--- src/rtl/sort_unloader_if.sv ---
// Interface between the bitonic network output, the unloader and its narrow consumer.
// The master modport is the unloader side; the slave modport is the network/consumer side.
interface sort_unloader_if #(
  parameter int DATA_WIDTH = 4,
  parameter int LOG_INPUT  = 3
);
  logic                                      y_valid;
  logic [0:DATA_WIDTH*(1<<LOG_INPUT)-1]      d_in;
  logic [DATA_WIDTH-1:0]                     m_data;
  logic                                      m_valid;
  logic                                      m_ready;
  logic                                      m_last;
  logic                                      busy;
  logic                                      overflow;
  logic                                      clr_overflow;

  modport master (
    input  y_valid, d_in, m_ready, clr_overflow,
    output m_data, m_valid, m_last, busy, overflow
  );

  modport slave (
    output y_valid, d_in, m_ready, clr_overflow,
    input  m_data, m_valid, m_last, busy, overflow
  );
endinterface

--- src/rtl/sort_unloader.sv ---
// Captures a sorted vector from the last sort stage and streams it out one element per beat.
// Vectors arriving mid-drain are dropped and flagged in a sticky overflow bit.
module sort_unloader #(
  parameter int DATA_WIDTH = 4,
  parameter int LOG_INPUT  = 3,
  parameter int REVERSE    = 0
) (
  input  logic           clk,
  input  logic           rst,
  sort_unloader_if.master bus
);
  localparam int N = 1 << LOG_INPUT;

  localparam logic [0:0] S_IDLE  = 1'b0;
  localparam logic [0:0] S_DRAIN = 1'b1;

  localparam logic [LOG_INPUT-1:0] IDX_FIRST = (REVERSE != 0) ? {LOG_INPUT{1'b1}} : {LOG_INPUT{1'b0}};
  localparam logic [LOG_INPUT-1:0] IDX_LAST  = (REVERSE != 0) ? {LOG_INPUT{1'b0}} : {LOG_INPUT{1'b1}};

  logic [0:0]               state;
  logic [0:DATA_WIDTH*N-1]  hold;
  logic [LOG_INPUT-1:0]     idx;
  logic                     overflow_q;
  logic                     at_last;
  logic                     beat;
  logic                     last_beat;
  logic                     drop;
  logic [DATA_WIDTH-1:0]    m_data_c;

  always_comb begin
    at_last   = (idx == IDX_LAST);
    beat      = (state == S_DRAIN) && bus.m_ready;
    last_beat = beat && at_last;
    // Only a completing last beat can absorb a new vector; anything else in DRAIN is lost.
    drop      = (state == S_DRAIN) && bus.y_valid && !last_beat;
  end

  always_ff @(posedge clk or posedge rst) begin
    if (rst) begin
      state      <= S_IDLE;
      hold       <= '0;
      idx        <= '0;
      overflow_q <= 1'b0;
    end else begin
      if (drop)
        overflow_q <= 1'b1;
      else if (bus.clr_overflow)
        overflow_q <= 1'b0;

      if (state == S_IDLE) begin
        if (bus.y_valid) begin
          hold  <= bus.d_in;
          idx   <= IDX_FIRST;
          state <= S_DRAIN;
        end
      end else begin
        if (last_beat) begin
          if (bus.y_valid) begin
            hold <= bus.d_in;
            idx  <= IDX_FIRST;
          end else begin
            state <= S_IDLE;
          end
        end else if (beat) begin
          if (REVERSE != 0)
            idx <= idx - LOG_INPUT'(1);
          else
            idx <= idx + LOG_INPUT'(1);
        end
      end
    end
  end

  always_comb begin
    m_data_c = '0;
    for (int k = 0; k < N; k++) begin
      if (idx == LOG_INPUT'(k))
        m_data_c = hold[k*DATA_WIDTH +: DATA_WIDTH];
    end
  end

  assign bus.m_data   = m_data_c;
  assign bus.m_valid  = (state == S_DRAIN);
  assign bus.busy     = (state == S_DRAIN);
  assign bus.m_last   = (state == S_DRAIN) && at_last;
  assign bus.overflow = overflow_q;
endmodule

--- src/flat_wrapper.sv ---
// flat-port wrapper written by rule: the top's interface ports become plain ports
module sort_unloader_flat 
#(
  parameter int DATA_WIDTH = 4,
  parameter int LOG_INPUT  = 3,
  parameter int REVERSE    = 0
)
  (clk, rst, bus_y_valid, bus_d_in, bus_m_ready, bus_clr_overflow, bus_m_data, bus_m_valid, bus_m_last, bus_busy, bus_overflow);
  sort_unloader_if #(.DATA_WIDTH(DATA_WIDTH), .LOG_INPUT(LOG_INPUT)) bus_i ();
  input  logic clk;
  input  logic rst;
  input wire logic [$bits(bus_i.y_valid)-1:0] bus_y_valid;
  input wire logic [$bits(bus_i.d_in)-1:0] bus_d_in;
  input wire logic [$bits(bus_i.m_ready)-1:0] bus_m_ready;
  input wire logic [$bits(bus_i.clr_overflow)-1:0] bus_clr_overflow;
  output wire logic [$bits(bus_i.m_data)-1:0] bus_m_data;
  output wire logic [$bits(bus_i.m_valid)-1:0] bus_m_valid;
  output wire logic [$bits(bus_i.m_last)-1:0] bus_m_last;
  output wire logic [$bits(bus_i.busy)-1:0] bus_busy;
  output wire logic [$bits(bus_i.overflow)-1:0] bus_overflow;
  assign bus_i.y_valid = bus_y_valid;
  assign bus_i.d_in = bus_d_in;
  assign bus_i.m_ready = bus_m_ready;
  assign bus_i.clr_overflow = bus_clr_overflow;
  assign bus_m_data = bus_i.m_data;
  assign bus_m_valid = bus_i.m_valid;
  assign bus_m_last = bus_i.m_last;
  assign bus_busy = bus_i.busy;
  assign bus_overflow = bus_i.overflow;
  sort_unloader #(.DATA_WIDTH(DATA_WIDTH), .LOG_INPUT(LOG_INPUT), .REVERSE(REVERSE)) u_core (.clk(clk), .rst(rst), .bus(bus_i));
endmodule
--- config.mk ---
export PLATFORM = sky130hd
export DESIGN_NAME = sort_unloader_flat
export DESIGN_NICKNAME = d
export VERILOG_FILES = /design/src/rtl/sort_unloader_if.sv /design/src/rtl/sort_unloader.sv /design/src/flat_wrapper.sv
export SDC_FILE = /design/constraint.sdc
export NUM_CORES = 1
export LEC_CHECK = 0
export BUFFER_PORTS_ARGS = -buffer_cell sky130_fd_sc_hd__buf_2
export CORE_MARGIN = 5
export CORE_UTILIZATION = 56
export CTS_BUF_LIST = sky130_fd_sc_hd__clkbuf_8
export DETAILED_ROUTE_END_ITERATION = 8
export PLACE_DENSITY = 0.83
export SYNTH_ARGS = -nofsm -noshare
export SYNTH_HDL_FRONTEND = slang
export SYNTH_SLANG_ARGS = --single-unit
--- constraint.sdc ---
create_clock -name clk -period 2.29 [get_ports clk]
set_input_delay 0.3435 -clock clk [delete_from_list [all_inputs] [get_ports clk]]
set_output_delay 0.3435 -clock clk [all_outputs]
set_load 0.01 [all_outputs]
# ---- Word level (Yosys, flattened, before mapping)
# Cells that the tools add are included.
dict set report totals {
  input_bits 37
  ff_bits 37
}
dict set report classes {
  add_sub_neg 1
  reduce_logical 8
  muxes 20
  eq_ne 9
}
# cell count
set ops {}
lappend ops {{$mux 32} 3}
lappend ops {{$mux 4} 8}
lappend ops {{$eq 3x3->1 const B} 4}
lappend ops {{$mux 3} 4}
lappend ops {{$eq 3x2->1 const B} 2}
lappend ops {{$logic_and 1x1->1} 5}
lappend ops {{$mux 1} 5}
lappend ops {{$add 3x1->3 const B} 1}
lappend ops {{$eq 3x1->1 const B} 1}
lappend ops {{$logic_not 3->1} 1}
lappend ops {{$ne 3x3->1 const B} 1}
lappend ops {{$ne 2x2->1 const B} 1}
lappend ops {{$reduce_bool 2->1} 1}
lappend ops {{$logic_not 1->1} 1}

# ---- Longest topological paths before layout
dict set report depth {
  word_depth 9
  ltp_mapped 8
}

# ---- Worst setup path before layout
# No wires, ideal clock.
dict set report synth_timing {
  path_kind {register to output}
  from {reg u_core.idx[2]}
  to {out bus_m_data[0]}
  path_buffers 2
  arrival_time_ns 1.774
  stages_incl_launch_ff 8
  t_required_ns 1.947
  setup_slack_ns 0.173
  path_cell_list {dfrtp_1 buf_2 inv_1 ha_1 clkbuf_1 a2111oi_0 o22ai_1 a21oi_1}
}
dict set report synth_via {
  elab_chain_cells 9
  elab_cells_between_ends 16
}
# item line
set synth_rtl {}
lappend synth_rtl {{start: declaration} sort_unloader.sv:22} ;# logic [LOG_INPUT-1:0] idx;
lappend synth_rtl {{start signal: assignment} sort_unloader.sv:66} ;# idx <= idx - LOG_INPUT'(1);
lappend synth_rtl {{start signal: assignment} sort_unloader.sv:68} ;# idx <= idx + LOG_INPUT'(1);
lappend synth_rtl {{$logic_not 3->1} sort_unloader.sv:77} ;# if (idx == LOG_INPUT'(k))
lappend synth_rtl {{$mux 4 (7 in series)} sort_unloader.sv:77}
lappend synth_rtl {{$mux 4 (*)} sort_unloader.sv:77}
lappend synth_rtl {{end: declaration} flat_wrapper.sv:16} ;# output wire logic [$bits(bus_i.m_data)-1:0] bus_m_data;
# Every way passes the cells marked *; elsewhere a longest branch is shown, timed or not.

# ---- Final worst setup path
dict set report layout_timing {
  from {reg u_core.idx[1]}
  to {out bus_m_data[2]}
}
# The elaborated chain is that of the path after synthesis.

==> flow_summary.ini <==
[status]
status = finished with violations
violations = negative setup slack

[pwr]
ir_worst_vdd_uv = 712
power_uw = 3450
leakage_uw = 0.00133
power.density_nw_per_um2 = 1310

[setup_path]
crit_required_ns = 1.95
start_kind = flip-flop
r2r-start = u_core.idx[0]
r2r_end = u_core.hold[3]
setup.worst_path.class = flip-flop to output port
regToRegSetupSlack_ns = 0.27
critPathArrivalTime_ns = 2.02
endpoint_kind = output port
reg2reg_depth = 6
worstPathMaxFanout = 5

[place]
place_inst = 259
place_congestion = 0.915
hpwl_um = 3110
pre_cts_slack_ns = 0.0785
numPortBuffers = 44

[timing]
hold_ws_ns = 0.148
worst_slew_pin_slew_ns = 0.463
slew_headroom_pct = 69.2
worst_slack_ns = -0.0704
clock_skew_ns = 0.00586
rsz0062_at_grt = yes
hold_viol_final = 0
fmax_ghz = 0.424
drv_slew = 0
period_share_pct = 103
setup_viol = 3
post-route-min-period_ns = 2.36

[floorplanning]
initial_core_util_pct = 57.3
rows = 22
floorplan.die_area_um2 = 5000
die-width_um = 70.7
ios = 45
fp.dieH_um = 70.7
core_area_um2 = 3610

[final_layout]
drive_gt1_share_pct = 55.6
n_fill_cell = 244
final_cells = 282
diodes = 0
area_growth_pct = 27.3
nets = 276

[clocking]
clock_latency_ns = 0.29
clkTransAtPathRegs_ns = 0.07
h-tree-depth = 2
clock-sinks = 37
clockBufferDepth = 2
cts_root_buffer = clkbuf_8
cts_tree = yes
cts_buffers = 5

[synth]
netlist_top_cells_count = 37 x dfrtp_1, 30 x mux2_4, 21 x nand2_1
ys_seq_elements = 37
ys_seq_area_share_pct = 44.8
synthArstFlopShare_pct = 100
synthCells = 171
synth_fp_nets = 214
yosys_most_used_dff = dfrtp_1
synth_cell_types = 33
netlist_area_um2 = 2060
avgSynthCellArea_um2 = 12.1
yosysMostFrequentCell = dfrtp_1
yosysTopAreaCellShare_pct = 44.8
yosysWarnings = 0
synth.top_cells.by_area = dfrtp_1 45%, mux2_4 22%, nand2_1 3.8%, ha_1 3.6%, buf_12 2.9%
synth_top_cell_by_area = dfrtp_1
synth_edf_count = 0

[grt]
first_global_vias = 1577
grt_overflow_total = 0
grt.total_usage_pct = 19.2
antenna_found_initial = 0
grt_max_degree = 38
grt_pass1_wl_um = 7600

[routing]
wire_per_inst_um = 17.6
dr.pass1.iters = 4
vias = 1590
drt-initial-drc-count = 196
routed_via_density = 5.64
drt-total-wl_um = 4960
drc_errors = 0
final_antenna_net_count = 0

[job]
cap_violations = 0

[worst_hold_path]
hold_class = primary input to async pin
cells in the final DEF (no fill, tap or decap), types with 2 or more instances in the layout:
| master | instances |
|---|---|
| mux2_2 | 2 |
| buf_6 | 2 |
| nor2b_4 | 2 |
| o31ai_1 | 2 |
| nand2_1 | 21 |
| nor2_1 | 5 |
| o32ai_1 | 2 |
| nor2b_1 | 2 |
| nand2b_1 | 3 |
| or2_2 | 2 |
| buf_4 | 18 |
| buf_2 | 45 |
| dfrtp_1 | 35 |
| ha_4 | 5 |
| a2bb2oi_1 | 2 |
| inv_1 | 5 |
| o21ai_0 | 6 |
| mux2_4 | 30 |
| dfrtp_2 | 2 |
| o22ai_1 | 4 |
| inv_4 | 2 |
| a22o_2 | 3 |
| o21ai_1 | 3 |
| clkbuf_8 | 7 |
| nand3b_1 | 2 |
| a221oi_1 | 2 |
| a21oi_1 | 6 |
how the worst max path moves through the flow:
stage	from	to	slack, ns	depth (start not counted)
finish	u_core.idx[1]	bus_m_data[2]	-0.07	8
detailed placement	u_core.idx[0]	bus_m_data[0]	0.08	7
global placement	u_core.idx[0]	bus_m_data[0]	0.20	7
floorplan	u_core.idx[2]	bus_m_data[0]	0.17	7
CTS	u_core.idx[0]	bus_m_data[2]	-0.01	7
global route	u_core.idx[1]	bus_m_data[2]	-0.16	8
worst max-delay path, stage by stage, from the launching register on:
cell	delay [ns]
dfrtp_2	0.47
inv_4	0.11
ha_4	0.16
buf_6	0.12
nand3b_1	0.16
a2bb2oi_1	0.19
a221oi_1	0.07
o31ai_1	0.28
buf_2	0.18
power by group:
part | switching (uW) | leakage, uW | internal (uW)
Clock | 230 | 0.0000542 | 272
Combinational | 716 | 0.000830 | 1010
Sequential | 260 | 0.000445 | 962
kinds of logic after synthesis:
kind of cell               share of synthesized area, %
AOI/OAI and AO/OA                                  11.8
adders and majority gates                          3.64
buffers and inverters                              6.61
DFF                                                44.8
muxes                                              23.4
and+or+nand+nor                                    9.70
stage by stage:
step	util [%]	TNS (ns)	area (um^2)
3_5_place_dp	63.9	0	2300
4_1_cts	69.3	-0.0149	2500
2_1_floorplan	-	0	2060
3_3_place_gp	63.9	0	2300
6_report	72.9	-0.119	2630
5_1_grt	72.9	-0.464	2630
per-layer routing:
layer	global-route usage [%]	vias up	share of wire [%]
met2	30.7	87	48
met3	4.83	17	7.0
li1	-	723	-
met4	7.31	0	3.0
met5	0	-	0
met1	25.1	763	42
flip-flops by register name (all words and copies together), names as in the netlist:
name / flops
u_core.hold: 32
u_core.idx: 3
u_core.bus.busy: 1
u_core.bus.overflow: 1
repair_timing:
action                                  CTS  global route
buffers inserted                          3            11
endpoints found under the setup margin    4             4
gates cloned                              1             0
hold buffers                              0             0
gates resized for setup                  18            15
pin swaps                                 1             8
area by class of cell:
cell class / count / area, um^2 / area share, %
Timing Repair Buffer: 66 / 403 / 15.3
Inverter: 8 / 35.0 / 1.33
Clock buffer: 7 / 96.3 / 3.66
Sequential cell: 37 / 928 / 35.3
Clock inverter: 1 / 5.00 / 0.190
Multi-Input combinational cell: 115 / 1100 / 41.9
Tap cell: 48 / 60.1 / 2.28
No activity file was read; power rests on OpenSTA's default activity.
